[config.mk]
export PLATFORM = sky130hd
export DESIGN_NAME = reg_file_arbiter
export DESIGN_NICKNAME = d
export VERILOG_FILES = /design/src/rtl/reg_file_arbiter.sv
export SDC_FILE = /design/constraint.sdc
export NUM_CORES = 1
export LEC_CHECK = 0
export CORE_ASPECT_RATIO = 1.5
export CORE_UTILIZATION = 40
export DETAILED_ROUTE_END_ITERATION = 10
export MAX_ROUTING_LAYER = met4
export PLACE_DENSITY = 0.95
export SYNTH_ARGS = -nofsm -noshare
export SYNTH_HDL_FRONTEND = slang
export SYNTH_SLANG_ARGS = --single-unit
[constraint.sdc]
create_clock -name clk -period 3 [get_ports clk]
set_input_delay 0.3 -clock clk [delete_from_list [all_inputs] [get_ports clk]]
set_output_delay 0.3 -clock clk [all_outputs]
set_load 0.03 [all_outputs]
[src/rtl/reg_file_arbiter.sv]
// rtl/reg_file_arbiter.sv - register file arbiter between the core and the debug port
// Core accesses pass through; one debug word access is slotted into an idle port cycle.
module reg_file_arbiter #(
  parameter int BYTE_ADDR_WIDTH = 7,
  parameter int STARVE_LIMIT    = 8
) (
  input  logic                       clk,
  input  logic                       rst,
  input  logic                       core_rd_en0,
  input  logic [BYTE_ADDR_WIDTH-3:0] core_rd_addr0,
  input  logic                       core_rd_en1,
  input  logic [BYTE_ADDR_WIDTH-3:0] core_rd_addr1,
  input  logic                       core_wr_en,
  input  logic [BYTE_ADDR_WIDTH-3:0] core_wr_addr,
  input  logic [3:0]                 core_byte_en,
  input  logic [31:0]                core_wr_data,
  output logic                       core_stall,
  input  logic                       dbg_req,
  input  logic                       dbg_we,
  input  logic [BYTE_ADDR_WIDTH-3:0] dbg_addr,
  input  logic [31:0]                dbg_wdata,
  output logic                       dbg_ready,
  output logic                       dbg_ack,
  output logic [31:0]                dbg_rdata,
  output logic                       rf_rd_en0,
  output logic [BYTE_ADDR_WIDTH-3:0] rf_rd_addr0,
  output logic                       rf_rd_en1,
  output logic [BYTE_ADDR_WIDTH-3:0] rf_rd_addr1,
  output logic                       rf_wr_en,
  output logic [BYTE_ADDR_WIDTH-3:0] rf_wr_addr,
  output logic [3:0]                 rf_byte_en,
  output logic [31:0]                rf_wr_data,
  input  logic [31:0]                rf_rd_data0
);

  localparam int AW = BYTE_ADDR_WIDTH - 2;
  localparam int CW = (STARVE_LIMIT > 0) ? $clog2(STARVE_LIMIT + 1) : 1;
  localparam logic [CW-1:0] LIMIT = CW'(STARVE_LIMIT);

  typedef enum logic [1:0] {
    IDLE = 2'd0,
    PEND = 2'd1,
    CAPT = 2'd2
  } state_e;

  state_e          state_q, state_d;
  logic [CW-1:0]   wait_cnt_q, wait_cnt_d;
  logic            req_we_q, req_we_d;
  logic [AW-1:0]   req_addr_q, req_addr_d;
  logic [31:0]     req_wdata_q, req_wdata_d;
  logic            ack_q, ack_d;
  logic [31:0]     rdata_q, rdata_d;

  logic            force_grant;
  logic            wr_grant;
  logic            rd_grant;

  always_ff @(posedge clk) begin
    if (rst) begin
      state_q     <= IDLE;
      wait_cnt_q  <= '0;
      req_we_q    <= 1'b0;
      req_addr_q  <= '0;
      req_wdata_q <= '0;
      ack_q       <= 1'b0;
      rdata_q     <= '0;
    end else begin
      state_q     <= state_d;
      wait_cnt_q  <= wait_cnt_d;
      req_we_q    <= req_we_d;
      req_addr_q  <= req_addr_d;
      req_wdata_q <= req_wdata_d;
      ack_q       <= ack_d;
      rdata_q     <= rdata_d;
    end
  end

  always_comb begin
    state_d     = state_q;
    wait_cnt_d  = wait_cnt_q;
    req_we_d    = req_we_q;
    req_addr_d  = req_addr_q;
    req_wdata_d = req_wdata_q;
    ack_d       = 1'b0;
    rdata_d     = rdata_q;
    force_grant = 1'b0;
    wr_grant    = 1'b0;
    rd_grant    = 1'b0;
    dbg_ready   = 1'b0;
    core_stall  = 1'b0;
    case (state_q)
      IDLE: begin
        dbg_ready = 1'b1;
        if (dbg_req) begin
          req_we_d    = dbg_we;
          req_addr_d  = dbg_addr;
          req_wdata_d = dbg_wdata;
          wait_cnt_d  = '0;
          state_d     = PEND;
        end
      end
      PEND: begin
        force_grant = (wait_cnt_q == LIMIT);
        core_stall  = force_grant;
        if (req_we_q) begin
          if (!core_wr_en || force_grant) begin
            wr_grant = 1'b1;
            ack_d    = 1'b1;
            state_d  = IDLE;
          end
        end else if (!core_rd_en0 || force_grant) begin
          rd_grant = 1'b1;
          state_d  = CAPT;
        end
        if (!wr_grant && !rd_grant && (wait_cnt_q != LIMIT)) begin
          wait_cnt_d = wait_cnt_q + CW'(1);
        end
      end
      CAPT: begin
        // rf read data from the grant cycle is valid now
        rdata_d = rf_rd_data0;
        ack_d   = 1'b1;
        state_d = IDLE;
      end
      default: state_d = IDLE;
    endcase
  end

  logic          wr_sel_en;
  logic [AW-1:0] wr_sel_addr;

  assign rf_rd_en0   = rd_grant ? 1'b1 : core_rd_en0;
  assign rf_rd_addr0 = rd_grant ? req_addr_q : core_rd_addr0;
  assign rf_rd_en1   = core_rd_en1;
  assign rf_rd_addr1 = core_rd_addr1;

  assign wr_sel_en   = wr_grant ? 1'b1 : core_wr_en;
  assign wr_sel_addr = wr_grant ? req_addr_q : core_wr_addr;
  // x0 is hardwired zero: no write to word 0 ever reaches the file
  assign rf_wr_en    = wr_sel_en && (wr_sel_addr != '0);
  assign rf_wr_addr  = wr_sel_addr;
  assign rf_byte_en  = wr_grant ? 4'hF : core_byte_en;
  assign rf_wr_data  = wr_grant ? req_wdata_q : core_wr_data;

  assign dbg_ack     = ack_q;
  assign dbg_rdata   = rdata_q;

endmodule

### After elaboration in Yosys (flattened, before gate mapping)

Cells that the tools add are included.

* reductions and logical operators: 15
* $add $sub $neg: 1
* mux-type cells: 25
* eq/ne operators: 8

Operator list (number)
* 32-bit two-way mux: 1
* 1-bit two-way mux: 12
* 4-bit two-way mux: 3
* 5-bit two-way mux: 2
* 2-bit two-way mux: 4
* 4-bit one-hot mux with 2 select lines: 1
* 3-bit inequality test, second input constant: 2
* 3-bit AND reduction: 2
* 5-bit nonzero test: 1
* 4-bit by 1-bit adder with 4-bit output, second input constant: 1
* 4-bit == test, second input constant: 1
* 1-bit zero test: 4
* 2-bit inequality test, second input constant: 2
* 4-bit inequality test, second input constant: 1
* 2-bit one-hot mux with 2 select lines: 1
* 1-bit logical AND: 3
* 2-bit by 1-bit == test with 1-bit output, second input constant: 1
* 2-bit == test, second input constant: 1
* 2-bit zero test: 1
* 1-bit logical OR: 2
* 1-bit one-hot mux with 2 select lines: 1
* 2-bit AND reduction: 1
* 2-bit nonzero test: 1

* word-level logic and storage cells: 56
* flip-flop bits (word level): 77
* input port bits: 127
* output and inout bits: 89

### Longest topological paths before layout

Gate-level depths: netlist of run 1.

* word-level depth: 10
* depth in mapped cells: 8
* depth with buffers taken out: 6

### Least setup slack after synthesis of run 1

Ideal clock, no wire load.

* path kind: flip-flop to output port
* start point: register state_q[1]
* end point: output port rf_wr_en
* cell stages (with the launch flop): 8
* data required time: 2700 ps
* setup slack: 1000 ps
* path buffers: 2
* arrival: 1700 ps
* cells stage by stage: dfxtp_1 inv_1 ha_1 buf_2 nand2_1 a21oi_4 buf_6 o21ai_0

* word-level cells in the longest chain between the ends: 5
* elaborated cells on any way between the ends: 6
* classes of those cells: 1 x eq/ne; 3 x mux; 2 x reduce/logical

Ends and longest elaborated chain
* from (decl): RTL line 46 `state_e state_q, state_d;`
* from (signal assigned): RTL line 68 `state_q <= state_d;`
* 2-bit by 1-bit == test with 1-bit output *: RTL line 91 `case (state_q)`
* 1-bit two-way mux *: RTL line 91
* 5-bit two-way mux: RTL line 138 `assign wr_sel_addr = wr_grant ? req_addr_q : core_wr_addr;`
* 5-bit nonzero test: RTL line 140 `assign rf_wr_en = wr_sel_en && (wr_sel_addr != '0);`
* 1-bit logical AND *: RTL line 140
* to (decl): RTL line 29 `output logic rf_wr_en,`

Mark *: on every way between the ends. The rest lies on a longest branch, timed or not.

### Worst setup path after layout of run 1

* start point: register state_q[1]
* end point: output port rf_wr_addr[1]

* word-level cells in the longest chain between the ends: 3

Ends and longest elaborated chain
* 2-bit by 1-bit == test with 1-bit output: RTL line 91
* 1-bit two-way mux: RTL line 91
* 5-bit two-way mux: RTL line 138
* to (decl): RTL line 30 `output logic [BYTE_ADDR_WIDTH-3:0] rf_wr_addr,`

Every way passes these cells.

==> impl_results.md, run 1 <==
* Maximum clock path buffer count at 2
* Max rail drop VDD at between 0.0003 and 0.0004 V
* Clock Tree Root: clkbuf_16
* Synthesized netlist cell count at 383
* CTS Hold Buffers Added at 0
* YS warnings at 0
* Lkg Pwr at roughly 2.1 nW
* Overflow left after global routing at 0
* Footprint of the multi-input gates at approximately 1800 um^2
* Vias at between 3000 and 4000
* Starting DRT DRC Count at 141
* # DRC at 0
* Routed WL at 11.09 mm
* IO Count at 216
* Final Skew at ~0.0039 ns
* FF-to-FF End: req_wdata_q[19]
* Setup crit start: state_q[1]
* Final min period at slightly below 3 ns
* CTS tree: yes
* Mapped Area at about 3500 um^2
* Top_reg_cell synth: dfxtp_1
* Chip width at 78.44 um
* R2R cell count at 6
* Critical path destination: rf_wr_addr[1]
* Net count after synthesis at about 520
* Storage cell area at about 1500 um^2
* Slew Limit Fails at 0
* Final setup viols at 0
* Total power at 2.852 mW
* Area growth, synth to finish at 66.99%
* Post-layout util at roughly 69%
* Fmax at about 340 MHz
* Worst path required time at 2.70 ns
* Clock latency on the worst-skew pair at between 0.3 and 0.4 ns
* Crit path arrival time at about 2.6 ns
* CP Max Fanout at 18
* Most frequent cells in the layout: clkdlybuf4s50_1 (198), nand2_1 (78), dfxtp_1 (77), mux2_2 (43), a21oi_1 (42)
* Post-DRT Antenna Nets at 0
* Post-CTS Setup Inserts at 0
* Core area at between 8000 and 9000 um^2
* Unique masters post-synth at 33
* Die height at between 100 and 150 um
* Worst Slack Setup Final at between 0.08 and 0.09 ns
* CTS buffer count at 9
* Final Wtd Congestion at approximately 0.8
* Commonest non-fill, non-tap cell in the layout: clkdlybuf4s50_1
* Type of the tightest min-delay check: reg -> reg
* Critical path endpoint category: output pin
* Starting density of the core at 41.42%
* Initial antenna violation count at 0
* Critical path type: reg -> out
* Register area share after synthesis at a little over two fifths
* Antenna fix cells at 0
* DP Wirelength at just over 8 mm
* Actual slew at the worst max-slew pin at ~1 ns
* First-pass GRT wire length at ~17 mm
* Clk slew on worst S/H paths at about 0.060 ns
* Non-filler cells, final at approximately 680
* Period utilization at 97.02%
* Syn_area_per_cell at 9.154 um^2
* Fraction of layout cells with a size suffix above 1 at a little over an eighth
* I/O Buffers at ~200
* Post-synth EDFFs at 0
* Pre-CTS setup slack at ~0.35 ns
* Async set-or-reset flop fraction in the synthesized netlist at 0%
* # H-tree levels at 3
* Total track usage at between 20% and 30%
* Status: completed
* Max cap viols at 0
* Largest net degree at the start of global routing at 53
* Vias in the first global route at about 3600
* Drt pass-1 iters at 4
* Filler instances at roughly 640
* Detailed-route vias per instance at 5.013
* Setup tns final at 0 ns
* Cts repair resizes at 1
* Worst setup SP type: flip-flop
* Worst r2r src: state_q[1]
* Final net count at approximately 700
* #FFs+latches synth at 77
* Row count at 41
* WL per Instance at about 16 um
* R2R setup slack at 1.22 ns
* Worst rel slew slack at about a third
* RSZ-0062 raised after global routing: no
* Clock sinks at 77
* Die ar. at just over 9000 um^2
* Hold Vio Cnt, Final at 0
* P per Cell Area at around 490 nW/um^2
* Placed insts at between 600 and 700
-- cell families after synthesis --
group / Yosys count / share of synthesized area [%]
simple gates: 134 / 16.49
mux: 77 / 23.52
flops: 77 / 43.97
compound gates: 54 / 8.601
buf+inv: 36 / 5.639
fa+ha+maj: 5 / 1.784
-- routing by layer --
layer  GRT usage, %  share of wire, %  up-vias
met2          45.56                55      134
met5              -                 0        -
met3          4.063               5.5       37
li1               -                 -     1662
met1          23.23                36     1591
met4          14.57               4.1        0
-- sequential cells by signal, summed over array words and instances (netlist names) --
| name | cells |
|---|---|
| state_q | 2 |
| wait_cnt_q | 4 |
| req_wdata_q | 32 |
| req_we_q | 1 |
| req_addr_q | 5 |
| dbg_ack | 1 |
| dbg_rdata | 32 |
-- final cells by class --
type	count	area share [%]
clock buffers	9	3.847
clock inverters	7	1.539
inverters	5	0.3206
multi-input cells	270	30.26
flip-flops and latches	77	26.33
well taps	107	2.287
repair buffers	208	35.41
-- through the flow --
| step | cell area [um^2] | hold WS, ns |
|---|---|---|
| floorplan | 3506 | 0.4329 |
| global placement | 5525 | 0.4399 |
| detailed placement | 5525 | 0.4494 |
| CTS | 5844 | 0.4589 |
| global route | 5854 | 0.4771 |
| finish | 5854 | 0.4583 |
-- critical path, stage by stage (launching register included) --
cell	delay [ns]
dfxtp_1	0.32
inv_1	0.10
ha_2	0.28
nand2_1	0.12
a21oi_4	0.18
buf_4	0.29
mux2_2	0.37
clkdlybuf4s50_1	0.61
-- cells in the mapped netlist, types with 5 or more instances --
cell type / number / area share, %
buf_2: 8 / 1.1
mux2_2: 43 / 14
clkbuf_1: 11 / 1.2
a21oi_1: 42 / 6.0
nor2_1: 34 / 3.6
ha_1: 5 / 1.8
inv_1: 5 / 0.54
buf_4: 6 / 1.3
mux2i_1: 34 / 9.7
nand2_1: 78 / 8.4
dfxtp_1: 77 / 44
-- report_power, final --
group          total, mW  leakage, nW  switching, mW  internal [mW]
Combinational      0.607         1.37          0.290          0.317
Clock               1.14        0.151          0.415          0.723
Sequential          1.11        0.627         0.0329           1.07
-- how the worst min path moves through the flow --
stage / start / end / slack [ns] / cells past startpoint
after floorplan: req_wdata_q[0] / req_wdata_q[0] / 0.43 / 2
after global placement: req_wdata_q[12] / req_wdata_q[12] / 0.44 / 2
after detailed placement: req_wdata_q[15] / req_wdata_q[15] / 0.45 / 2
after CTS: req_wdata_q[15] / req_wdata_q[15] / 0.46 / 2
after global routing: req_wdata_q[15] / req_wdata_q[15] / 0.48 / 2
final: req_wdata_q[15] / req_wdata_q[15] / 0.46 / 2
Power figures use the tool's default switching activity.
==> run 2, diff against run 1 <==
--- a/config.mk
+++ b/config.mk
@@ -6,10 +6,10 @@
 export NUM_CORES = 1
 export LEC_CHECK = 0
 export CORE_ASPECT_RATIO = 1.5
-export CORE_UTILIZATION = 40
+export CORE_UTILIZATION = 37
 export DETAILED_ROUTE_END_ITERATION = 10
 export MAX_ROUTING_LAYER = met4
-export PLACE_DENSITY = 0.95
+export PLACE_DENSITY = 0.92
 export SYNTH_ARGS = -nofsm -noshare
 export SYNTH_HDL_FRONTEND = slang
 export SYNTH_SLANG_ARGS = --single-unit
==> constraint.sdc (replaced) <==
create_clock -name clk -period 3.05 [get_ports clk]
set_input_delay 0.305 -clock clk [delete_from_list [all_inputs] [get_ports clk]]
set_output_delay 0.305 -clock clk [all_outputs]
set_load 0.03 [all_outputs]
==> run 2 against run 1 <==
Utilization fell by 5.3 points. Routed wire length fell by 5.5%. Register-to-register slack got worse by 0.08 ns. Sequential share of layout area fell by 0.11 points. Combinational power fell by 2%. Largest power group unchanged. Via count fell by 0.73%. Design area rose by 0.43%. Critical path type unchanged. Die area rose by 7.9%.
==> impl_results.md, run 2 (synthesized netlist as in run 1, its figures left out) <==
* Core area at approximately 9200 um^2
* Fmax at around 350 MHz
* Actual slew at the worst max-slew pin at 0.9895 ns
* Slew Limit Fails at 0
* Clock sinks at 77
* Placed Area at approximately 5500 um^2
* DR WL met3 at ~560 um
* Largest net degree at the start of global routing at 54
* Hold Vio Cnt, Final at 0
* Max rail drop VDD at 0.0004132 V
* Final setup viols at 0
* # DRC at 0
* Final min period at 2.871 ns
* Row count at 43
* Vias in the first global route at around 3500
* Die height at 121.2 um
* IO Count at roughly 220
* M1 wire length at 3.805 mm
* Non-filler cells, final at between 600 and 700
* HP Start: req_wdata_q[23]
* CP Max Fanout at 18
* Hold_ws at 0.4531 ns
* CTS buffer count at 9
* Antenna fix cells at 0
* Area growth, synth to finish at 67.70%
* Status: completed
* Critical path type: reg -> out
* Fin area at roughly 6000 um^2
* Vias at approximately 3400
* Max cap viols at 0
* Worst rel slew slack at around 34%
* Uppermost layer routed: met4
* DP Wirelength at about 7.9 mm
* R2R setup slack at around 1.1 ns
* Overflow left after global routing at 0
* R2R cell count at 6
* P per Cell Area at just under 500 nW/um^2
* First-pass GRT wire length at ~16 mm
* Crit path arrival time at between 2 and 3 ns
* Period utilization at a little over nine tenths
* Hold depth at 2
* Critical path endpoint category: output pin
* Post-CTS Setup Inserts at 0
* Final net count at roughly 700
* Total track usage at roughly 22%
* Chip width at 81.48 um
* Clock Tree Root: clkbuf_16
* Worst path required time at around 2.7 ns
* I/O Buffers at 203
* Setup tns final at 0 ns
* RSZ-0062 raised after global routing: no
* WHS Endpoint: req_wdata_q[23]
* CTS tree: yes
* Worst r2r src: state_q[0]
* Fraction of layout cells with a size suffix above 1 at about an eighth
* Post-layout util at between 60% and 70%
* Initial antenna violation count at 0
* FF-to-FF End: req_wdata_q[18]
* CTS Hold Buffers Added at 0
* Maximum clock path buffer count at 2
* Final Wtd Congestion at ~0.82
* Worst setup SP type: flip-flop
* Clock latency on the worst-skew pair at ~0.32 ns
* Most frequent cells in the layout: clkdlybuf4s50_1 (201), nand2_1 (78), dfxtp_1 (77), mux2_2 (43), a21oi_1 (42)
* WL met2 at 5.712 mm
* Placed insts at ~670
* Starting DRT DRC Count at 156
* Die ar. at ~9900 um^2
* Drt pass-1 iters at 4
* Commonest non-fill, non-tap cell in the layout: clkdlybuf4s50_1
* Routed WL at roughly 10 mm
* # H-tree levels at 3
* Detailed-route vias per instance at ~4.9
* WL per Instance at 15.24 um
* Final Skew at ~0.0044 ns
* Type of the tightest min-delay check: reg -> reg
* Clk slew on worst S/H paths at around 0.060 ns
* Post-DRT Antenna Nets at 0
* Starting density of the core at a little under two fifths
* Lkg Pwr at approximately 2.1 nW
run 2: cell count changes in the layout (fill, tap and decap cells not counted):
cell,delta
clkinvlp_4,-2
clkbuf_8,+1
clkbuf_1,+2
bufinv_16,+1
clkinv_2,-2
clkdlybuf4s50_1,+3
dlymetal6s2s_1,-3
run 2: worst max path at each step:
stage / from / end / slack [ns] / cells past startpoint
4_1_cts: state_q[1] / rf_wr_data[14] / 0.05 / 7
5_1_grt: state_q[1] / rf_wr_data[21] / 0.02 / 7
2_1_floorplan: state_q[1] / rf_wr_en / 1.05 / 7
6_report: wait_cnt_q[0] / rf_wr_data[24] / 0.18 / 7
3_3_place_gp: core_wr_en / rf_wr_data[1] / 0.51 / 5
3_5_place_dp: state_q[1] / rf_wr_data[14] / 0.42 / 7
run 2: final cells by class:
class,count,area [um^2]
repair buffers,208,2066
inverters,5,18.77
multi-input cells,270,1772
clock inverters,4,95.09
flip-flops and latches,77,1541
clock buffers,12,246.5
well taps,112,140.1
fillers,761,3321
run 2: worst max-delay path, stage by stage (launching register included):
cell and delay, ns:
dfxtp_1 0.34, inv_1 0.07, ha_1 0.24, nand3b_4 0.13, a21oi_4 0.20, buf_4 0.28, mux2_2 0.37, clkdlybuf4s50_1 0.61
run 2: per-stage QoR:
step	setup slack [ns]	total power, mW
2_1_floorplan	1.045	1.417
3_3_place_gp	0.5092	1.684
3_5_place_dp	0.4159	1.703
4_1_cts	0.05008	2.914
5_1_grt	0.01838	3.005
6_report	0.1791	2.887
run 2: per-layer routing:
layer	track usage (%)	vias up
met3	3.233	34
met5	-	-
met1	20.86	1581
li1	-	1656
met2	39.48	128
met4	11.83	0
run 2: repair_timing:
action,4_1_cts,5_1_grt
gates resized for setup,0,2
endpoints found under the setup margin,0,37
hold endpoints to repair,0,0
run 2: where the power goes:
part | switching, mW | leakage [nW] | total [mW] | internal, mW
registers | 0.0309 | 0.627 | 1.09 | 1.06
logic | 0.285 | 1.34 | 0.597 | 0.312
clock network | 0.382 | 0.167 | 1.20 | 0.820
total | 0.698 | 2.14 | 2.89 | 2.19
